==> config.mk <==
export PLATFORM = sky130hd
export DESIGN_NAME = pipeline_stage_memory_access
export DESIGN_NICKNAME = d
export VERILOG_FILES = /design/src/rtl/pipeline_stage_memory_access.sv
export SDC_FILE = /design/constraint.sdc
export NUM_CORES = 1
export LEC_CHECK = 0
export CAP_MARGIN = 20
export CORE_MARGIN = 1
export CORE_UTILIZATION = 39
export CTS_BUF_LIST = sky130_fd_sc_hd__clkbuf_16
export CTS_CLUSTER_SIZE = 14
export DETAILED_ROUTE_END_ITERATION = 10
export PLACE_DENSITY = 0.78
export SLEW_MARGIN = 20
export SYNTH_ARGS = -nofsm -noshare
export SYNTH_HDL_FRONTEND = slang
export SYNTH_SLANG_ARGS = --single-unit
==> constraint.sdc <==
create_clock -name clock -period 2.1 [get_ports clock]
set_input_delay 0.42 -clock clock [delete_from_list [all_inputs] [get_ports clock]]
set_output_delay 0.42 -clock clock [all_outputs]
set_load 0.02 [all_outputs]
==> src/rtl/pipeline_stage_memory_access.sv <==
// Memory-access pipeline stage: passes ALU results through and runs loads/stores
// over a valid/ready data-memory handshake with lane steering and extension.
module pipeline_stage_memory_access #(
   parameter int ADDR_WIDTH = 32
) (
   input  logic                  clock,
   input  logic                  reset,
   input  logic                  exValid,
   input  logic [31:0]           exInstruction,
   input  logic [3:0]            exMemOp,
   input  logic [ADDR_WIDTH-1:0] exAddress,
   input  logic [31:0]           exStoreData,
   input  logic [31:0]           exAluResult,
   input  logic [4:0]            exRegWriteId,
   input  logic                  exRegWriteEnabled,
   output logic                  stall,
   output logic                  memReq,
   output logic                  memWrite,
   output logic [ADDR_WIDTH-1:0] memAddr,
   output logic [3:0]            memByteEnable,
   output logic [31:0]           memWriteData,
   input  logic                  memReady,
   input  logic [31:0]           memReadData,
   output logic                  wbBubbled,
   output logic [31:0]           wbInstruction,
   output logic [4:0]            wbRegWriteId,
   output logic                  wbRegWriteEnabled,
   output logic [31:0]           wbRegDataWrite,
   output logic                  misaligned
);

   typedef enum logic {IDLE, ACCESS} state_t;

   localparam logic [3:0] OP_LB  = 4'd1;
   localparam logic [3:0] OP_LBU = 4'd2;
   localparam logic [3:0] OP_LH  = 4'd3;
   localparam logic [3:0] OP_LHU = 4'd4;
   localparam logic [3:0] OP_LW  = 4'd5;
   localparam logic [3:0] OP_SB  = 4'd6;
   localparam logic [3:0] OP_SH  = 4'd7;
   localparam logic [3:0] OP_SW  = 4'd8;

   state_t state, state_next;

   logic        ex_load;
   logic        ex_store;
   logic        ex_misaligned;
   logic [3:0]  ex_byte_enable;
   logic [31:0] ex_write_data;
   logic        start_access;

   logic [3:0]  req_op;
   logic [1:0]  req_offset;
   logic [4:0]  req_id;
   logic        req_enabled;
   logic [31:0] req_instruction;

   logic [31:0] byte_shifted;
   logic [31:0] half_shifted;
   logic [31:0] load_data;

   // Decode the incoming operation and pre-steer store lanes so the request
   // registers can be loaded directly at acceptance.
   always_comb begin
      ex_load        = 1'b0;
      ex_store       = 1'b0;
      ex_misaligned  = 1'b0;
      ex_byte_enable = 4'b0000;
      ex_write_data  = 32'h0;
      case (exMemOp)
         OP_LB, OP_LBU: ex_load = 1'b1;
         OP_LH, OP_LHU: begin
            ex_load       = 1'b1;
            ex_misaligned = exAddress[0];
         end
         OP_LW: begin
            ex_load       = 1'b1;
            ex_misaligned = |exAddress[1:0];
         end
         OP_SB: begin
            ex_store       = 1'b1;
            ex_byte_enable = 4'b0001 << exAddress[1:0];
            ex_write_data  = {4{exStoreData[7:0]}};
         end
         OP_SH: begin
            ex_store       = 1'b1;
            ex_misaligned  = exAddress[0];
            ex_byte_enable = exAddress[1] ? 4'b1100 : 4'b0011;
            ex_write_data  = {2{exStoreData[15:0]}};
         end
         OP_SW: begin
            ex_store       = 1'b1;
            ex_misaligned  = |exAddress[1:0];
            ex_byte_enable = 4'b1111;
            ex_write_data  = exStoreData;
         end
         default: ;
      endcase
   end

   assign start_access = (state == IDLE) && exValid && (ex_load || ex_store) && !ex_misaligned;
   assign stall        = (state == ACCESS);
   assign memReq       = (state == ACCESS);

   always_comb begin
      state_next = state;
      case (state)
         IDLE:    if (start_access) state_next = ACCESS;
         ACCESS:  if (memReady) state_next = IDLE;
         default: state_next = IDLE;
      endcase
   end

   always_ff @(posedge clock) begin
      if (reset) state <= IDLE;
      else       state <= state_next;
   end

   // Select the addressed lane from the returned word using the latched offset.
   always_comb begin
      byte_shifted = memReadData >> {req_offset, 3'b000};
      half_shifted = memReadData >> {req_offset[1], 4'b0000};
      load_data    = 32'h0;
      case (req_op)
         OP_LB:   load_data = {{24{byte_shifted[7]}}, byte_shifted[7:0]};
         OP_LBU:  load_data = {24'h0, byte_shifted[7:0]};
         OP_LH:   load_data = {{16{half_shifted[15]}}, half_shifted[15:0]};
         OP_LHU:  load_data = {16'h0, half_shifted[15:0]};
         OP_LW:   load_data = memReadData;
         default: load_data = 32'h0;
      endcase
   end

   always_ff @(posedge clock) begin
      if (reset) begin
         memWrite          <= 1'b0;
         memAddr           <= '0;
         memByteEnable     <= 4'b0000;
         memWriteData      <= 32'h0;
         req_op            <= 4'd0;
         req_offset        <= 2'd0;
         req_id            <= 5'd0;
         req_enabled       <= 1'b0;
         req_instruction   <= 32'h0;
         wbBubbled         <= 1'b1;
         wbInstruction     <= 32'h0;
         wbRegWriteId      <= 5'd0;
         wbRegWriteEnabled <= 1'b0;
         wbRegDataWrite    <= 32'h0;
         misaligned        <= 1'b0;
      end else if (state == IDLE) begin
         if (!exValid) begin
            wbBubbled         <= 1'b1;
            wbRegWriteEnabled <= 1'b0;
            misaligned        <= 1'b0;
         end else if (ex_misaligned) begin
            wbBubbled         <= 1'b0;
            wbInstruction     <= exInstruction;
            wbRegWriteId      <= exRegWriteId;
            wbRegWriteEnabled <= 1'b0;
            wbRegDataWrite    <= 32'h0;
            misaligned        <= 1'b1;
         end else if (ex_load || ex_store) begin
            memWrite          <= ex_store;
            memAddr           <= {exAddress[ADDR_WIDTH-1:2], 2'b00};
            memByteEnable     <= ex_byte_enable;
            memWriteData      <= ex_write_data;
            req_op            <= exMemOp;
            req_offset        <= exAddress[1:0];
            req_id            <= exRegWriteId;
            req_enabled       <= exRegWriteEnabled;
            req_instruction   <= exInstruction;
            wbBubbled         <= 1'b1;
            wbRegWriteEnabled <= 1'b0;
            misaligned        <= 1'b0;
         end else begin
            wbBubbled         <= 1'b0;
            wbInstruction     <= exInstruction;
            wbRegWriteId      <= exRegWriteId;
            wbRegWriteEnabled <= exRegWriteEnabled;
            wbRegDataWrite    <= exAluResult;
            misaligned        <= 1'b0;
         end
      end else begin
         // Request registers stay untouched while waiting so mem* remain stable.
         misaligned <= 1'b0;
         if (memReady) begin
            wbBubbled         <= 1'b0;
            wbInstruction     <= req_instruction;
            wbRegWriteId      <= req_id;
            wbRegWriteEnabled <= memWrite ? 1'b0 : req_enabled;
            wbRegDataWrite    <= memWrite ? 32'h0 : load_data;
         end else begin
            wbBubbled         <= 1'b1;
            wbRegWriteEnabled <= 1'b0;
         end
      end
   end

endmodule

Word-level counts from Yosys, hierarchy flattened. Cells that the tools add are included.

Shift operators: 3. Reductions and logical operators: 14. Multiplexer cells: 37. Bitwise operators: 3. Eq/ne operators: 15.

Operators with widths (count): $mux 32 (11); $pmux 32 s5 (1); $pmux 32 s3 (1); $shr 32x5->16 (1); $shr 32x5->8 (1); $mux 5 (5); $eq 4x3->1 const B (6); $eq 4x2->1 const B (4); $mux 1 (15); $pmux 4 s3 (1); $reduce_or 3->1 (3); $eq 4x1->1 const B (2); $reduce_or 5->1 (1); $eq 4x4->1 const B (1); $mux 4 (1); $pmux 1 s2 (2); $reduce_and 4->1 (1); $reduce_or 2->1 (2); $shl 1x2->4 const A (1); $logic_and 1x1->1 (3); $ne 3x3->1 const B (1); $not 1->1 (3); $reduce_and 3->1 (1); $ne 2x2->1 const B (1); 3 further kinds (3).

Logic and storage cells: 88. Bits in registers: 184. Input bits: 174. Output and inout bits: 143.

Depth between registers and ports, before layout.
Depth after elaboration: 8. Mapped depth: 9.

Worst setup path before layout. No wires, ideal clock.

Path kind: input to register. From: input port exMemOp[1]. To: register wbRegDataWrite[10]. Slack: 165 ps. Stages on the path: 7. Arrival: 1846 ps. Cells stage by stage: buf_2 and4b_1 a211o_1 nor3_4 buf_6 nand2_1 a311oi_2.

Word-level cells in the longest chain between the ends: 6. Elaborated cells between the ends (all ways): 21. Those cells by class: 9 x eq/ne; 6 x mux; 6 x reduce/logical.

Ends and longest elaborated chain: start, declared (RTL line 10) `input logic [3:0] exMemOp,`; $eq 4x3->1 (tied with other cells) (RTL line 70) `case (exMemOp)`; $reduce_or 5->1 (no line) (tied with other cells); $mux 1 or $pmux 1 s2 (tied branches) (RTL line 70); $logic_or 1x1->1 or $mux 32 (tied branches) (RTL line 163, 156); $ne 3x3->1 (no line) or $mux 32 (tied branches); $reduce_and 3->1 (no line) or $mux 32 (tied branches); end signal, assigned (RTL line 181) `wbRegDataWrite <= exAluResult;`; end signal, assigned (RTL line 192) `wbRegDataWrite <= memWrite ? 32'h0 : load_data;`; end, declared (RTL line 28) `output logic [31:0] wbRegDataWrite,`.

Several ways; a longest one is shown, not always the timed one. The select of a mux whose other input is x is not followed. A chain may end at the register's enable or synchronous reset.

Final worst setup path.
From: register state, in the netlist memReq. To: output port memReq.

RTL lines: start, declared (RTL line 43) `state_t state, state_next;`; start signal, assigned (RTL line 116) `else state <= state_next;`; end, declared (RTL line 17) `output logic memReq,`.

No word-level cell between the ends.

==> flow_results.xml <==
<?xml version="1.0" encoding="UTF-8"?>
<metrics>
  <group name="clock_tree">
    <metric name="tritoncts.num_buffers" unit="">17</metric>
    <metric name="h-tree-depth" unit="">4</metric>
    <metric name="root_buffer" unit="">sky130_fd_sc_hd__clkbuf_16</metric>
    <metric name="clkSinkCount" unit="">184</metric>
    <metric name="clk_pin_slew" unit="ps">70</metric>
    <metric name="clk_latency" unit="ps">430</metric>
    <metric name="cts_max_path_buffers" unit="">2</metric>
    <metric name="clock_tree_from_tritoncts" unit="">yes</metric>
  </group>
  <group name="drt">
    <metric name="detail-route-antenna-nets" unit="">0</metric>
    <metric name="totalWireLength" unit="mm">27.8</metric>
    <metric name="detail_route.iter0.violations" unit="">412</metric>
    <metric name="remaining_drc_errors" unit="">0</metric>
    <metric name="via_count" unit="">8453</metric>
    <metric name="drt-vias-per-instance" unit="">5.32</metric>
    <metric name="route.detailed.wl_per_inst" unit="µm">17.5</metric>
    <metric name="dr.pass1.iters" unit="">5</metric>
  </group>
  <group name="global_routing">
    <metric name="first_global_vias" unit="">7928</metric>
    <metric name="grt_util_all_layers" unit="%">23.9</metric>
    <metric name="pin_count_of_the_biggest_net_entering_global_routing" unit="">56</metric>
    <metric name="grt_first_pass_wirelength" unit="mm">41.4</metric>
    <metric name="antenna_found_initial" unit="">1</metric>
    <metric name="globalRouteOverflowTotal" unit="">0</metric>
  </group>
  <group name="sta">
    <metric name="rsz0062_at_grt" unit="">false</metric>
    <metric name="drv_slew" unit="">0</metric>
    <metric name="post-route-period-util" unit="%">95.9</metric>
    <metric name="max_slew.worst_pin.slew" unit="ps">678</metric>
    <metric name="fin_setup_tns" unit="ps">0</metric>
    <metric name="final.min_clock_period" unit="ps">2010</metric>
    <metric name="relSlewSlack" unit="%">54.8</metric>
    <metric name="finalHoldViolCount" unit="">0</metric>
    <metric name="worst_clock_skew" unit="ps">11.8</metric>
    <metric name="fmaxAchievable" unit="GHz">0.497</metric>
    <metric name="timing.final.ws_setup" unit="ps">86.7</metric>
    <metric name="final-setup-viol-count" unit="">0</metric>
    <metric name="final.hold.worst_slack" unit="ps">419</metric>
  </group>
  <group name="placement">
    <metric name="portBuffers" unit="">314</metric>
    <metric name="hpwlAfterDp" unit="mm">19.0</metric>
    <metric name="dp_slack" unit="ps">-513</metric>
    <metric name="gp_congestion" unit="">0.918</metric>
  </group>
  <group name="floorplan">
    <metric name="ioPinCount" unit="">317</metric>
    <metric name="die_extent_in_y" unit="µm">148</metric>
    <metric name="design.die.area" unit="mm²">0.0218</metric>
    <metric name="die-width" unit="µm">148</metric>
    <metric name="rows" unit="">52</metric>
    <metric name="floorplan.core_area" unit="mm²">0.0206</metric>
    <metric name="start_util" unit="%">40.3</metric>
  </group>
  <group name="setup_path">
    <metric name="timing.critical_path.max_delay_family" unit="">buffers and inverters</metric>
    <metric name="critical_path.reg2reg.startpoint" unit="">req_offset[1]</metric>
    <metric name="critPathLaunchType" unit="">register</metric>
    <metric name="worst-endpoint-arrival" unit="ps">1590</metric>
    <metric name="endpoint" unit="">memReq</metric>
    <metric name="worstSetupPathType" unit="">reg -&gt; out</metric>
    <metric name="cp_data_required_time" unit="ps">1680</metric>
    <metric name="largest_fanout_on_the_critical_path" unit="">9</metric>
    <metric name="worstSetupPathDepth" unit="">1</metric>
    <metric name="timing.critical_path.from" unit="">memReq</metric>
    <metric name="critPathCaptureType" unit="">output pin</metric>
    <metric name="max_stage_delay" unit="ps">670</metric>
    <metric name="cp_cell_sequence" unit="">clkdlybuf4s50_1</metric>
    <metric name="rrSetupSlack" unit="ps">130</metric>
    <metric name="worst-r2r-cell-count" unit="">6</metric>
    <metric name="timing.critical_path.buf_inv" unit="">1</metric>
    <metric name="reg2reg_to" unit="">wbRegDataWrite[17]</metric>
    <metric name="critPathSlowestCell" unit="">sky130_fd_sc_hd__clkdlybuf4s50_1</metric>
  </group>
  <group name="final_layout">
    <metric name="area_growth_syn_to_layout" unit="%">55.6</metric>
    <metric name="final_net_count" unit="">1479</metric>
    <metric name="final_layout_size_suffix_gt1_share" unit="%">12.4</metric>
    <metric name="post-route-util" unit="%">62.7</metric>
  </group>
  <group name="yosys">
    <metric name="share_of_yosys_cell_area_claimed_by_the_top_area_cell_type" unit="%">44.4</metric>
    <metric name="synth_seq_cells" unit="">184</metric>
    <metric name="cells_after_synthesis" unit="">987</metric>
    <metric name="syn_avg_cell_area" unit="µm²">8.40</metric>
    <metric name="yosys_warnings" unit="">0</metric>
    <metric name="synth_top_area_cell" unit="">sky130_fd_sc_hd__dfxtp_1</metric>
    <metric name="yosysSeqAreaShare" unit="%">44.4</metric>
    <metric name="netlist_area" unit="mm²">0.00829</metric>
    <metric name="synth-async-reset-ratio" unit="%">0</metric>
    <metric name="synth.area.top_cells" unit="">sky130_fd_sc_hd__dfxtp_1 44%, sky130_fd_sc_hd__nand2_1 9.6%, sky130_fd_sc_hd__mux2i_1 6.3%</metric>
    <metric name="netlist-cell-type-count" unit="">51</metric>
    <metric name="synth_flop_cell" unit="">sky130_fd_sc_hd__dfxtp_1</metric>
    <metric name="synth_most_common_cell" unit="">sky130_fd_sc_hd__nand2_1</metric>
    <metric name="netlist_top_cells_count" unit="">212 x sky130_fd_sc_hd__nand2_1, 184 x sky130_fd_sc_hd__dfxtp_1, 97 x sky130_fd_sc_hd__nor2_1, 96 x sky130_fd_sc_hd__a21oi_1</metric>
    <metric name="synth-edff-count" unit="">0</metric>
  </group>
  <group name="hold_path">
    <metric name="min_path_type" unit="">in -&gt; reg</metric>
    <metric name="min_delay_path_depth" unit="">2</metric>
  </group>
  <group name="power_and_ir_drop">
    <metric name="power_density_over_cell_area" unit="mW/mm²">737</metric>
    <metric name="static_leakage" unit="nW">4.59</metric>
    <metric name="overall_power_of_the_completed_layout" unit="mW">9.50</metric>
    <metric name="irDropWorstVdd" unit="mV">0.535</metric>
  </group>
  <group name="run">
    <metric name="max-cap-violations" unit="">0</metric>
  </group>
  <group name="run_status">
    <metric name="status" unit="">complete, no violations</metric>
  </group>
</metrics>
## sequential cells by signal, indices dropped and copies added, names as in the netlist
signal,count
memAddr,30
memByteEnable,4
memReq,1
memWrite,1
memWriteData,32
misaligned,1
req_enabled,1
req_id,5
req_instruction,32
req_offset,2
req_op,4
wbBubbled,1
wbInstruction,32
wbRegDataWrite,32
wbRegWriteEnabled,1
wbRegWriteId,5
## where the power goes
group / internal [mW] / switching, mW / total (mW)
registers: 3.74 / 0.149 / 3.89
clock network: 1.72 / 1.58 / 3.30
logic: 1.15 / 1.16 / 2.31
## how the worst min path moves through the flow
| stage | endpoint | slack (ps) | startpoint |
|---|---|---|---|
| 2_1_floorplan | req_id[0] | 440 | req_id[0] |
| 3_3_place_gp | memWriteData[6] | 440 | memWriteData[6] |
| 3_5_place_dp | memAddr[2] | 450 | memAddr[2] |
| 4_1_cts | memAddr[18] | 400 | reset |
| 5_1_grt | memAddr[23] | 430 | reset |
| 6_report | memWriteData[13] | 420 | reset |
## per-layer routing
layer	wire [µm]	track usage, %
met3	2160	6.36
met5	0	0
met1	11300	28.5
met2	13600	41.1
met4	647	8.97
## timing repair
action                                  CTS  global route
cloned                                    0             3
setup buffers                             0             7
pin swaps                                 1             5
gates resized for setup                   3            14
hold buffers                              0             0
endpoints found under the setup margin   55           162
## cells in the final DEF, fill, tap and decap left out, types with 21 or more instances in the layout
master | synthesis | routed
sky130_fd_sc_hd__nor3_1 | 21 | 21
sky130_fd_sc_hd__mux2i_1 | 52 | 52
sky130_fd_sc_hd__nor2_1 | 97 | 96
sky130_fd_sc_hd__a21oi_1 | 96 | 96
sky130_fd_sc_hd__clkdlybuf4s50_1 | 0 | 309
sky130_fd_sc_hd__buf_4 | 8 | 58
sky130_fd_sc_hd__a211oi_1 | 44 | 42
sky130_fd_sc_hd__dfxtp_1 | 184 | 182
sky130_fd_sc_hd__a311oi_2 | 25 | 25
sky130_fd_sc_hd__nand2_1 | 212 | 212
sky130_fd_sc_hd__o21ai_0 | 37 | 37
## logic make-up (layout without fill, tap and decap cells)
logic type                count (synthesis)  in the layout  synth area share (%)
AOI/OAI and AO/OA                       254            255                  21.9
DFF                                     184            184                  44.4
and+or+nand+nor                         391            391                  20.5
buffers and inverters                    93            422                  5.27
muxes                                    62             62                  7.64
xor gates and xnor gates                  2              2                 0.211
other                                     1              3                0.0452
## metrics by stage
step | area (µm²) | instances
floorplan | 8300 | 988
global placement | 12100 | 1546
detailed placement | 12100 | 1546
CTS | 12700 | 1578
global route | 12900 | 1589
finish | 12900 | 1589
## cell type report
type                    instances  area [µm²]
well taps                     270         338
clock buffers                  17         425
multi-input cells             712        4310
repair buffers                390        3960
fillers                      1745        7660
diodes                          1        2.50
flip-flops and latches        184        3690
clock inverters                15         184
Note: power is estimated with default switching activity, not from simulation.
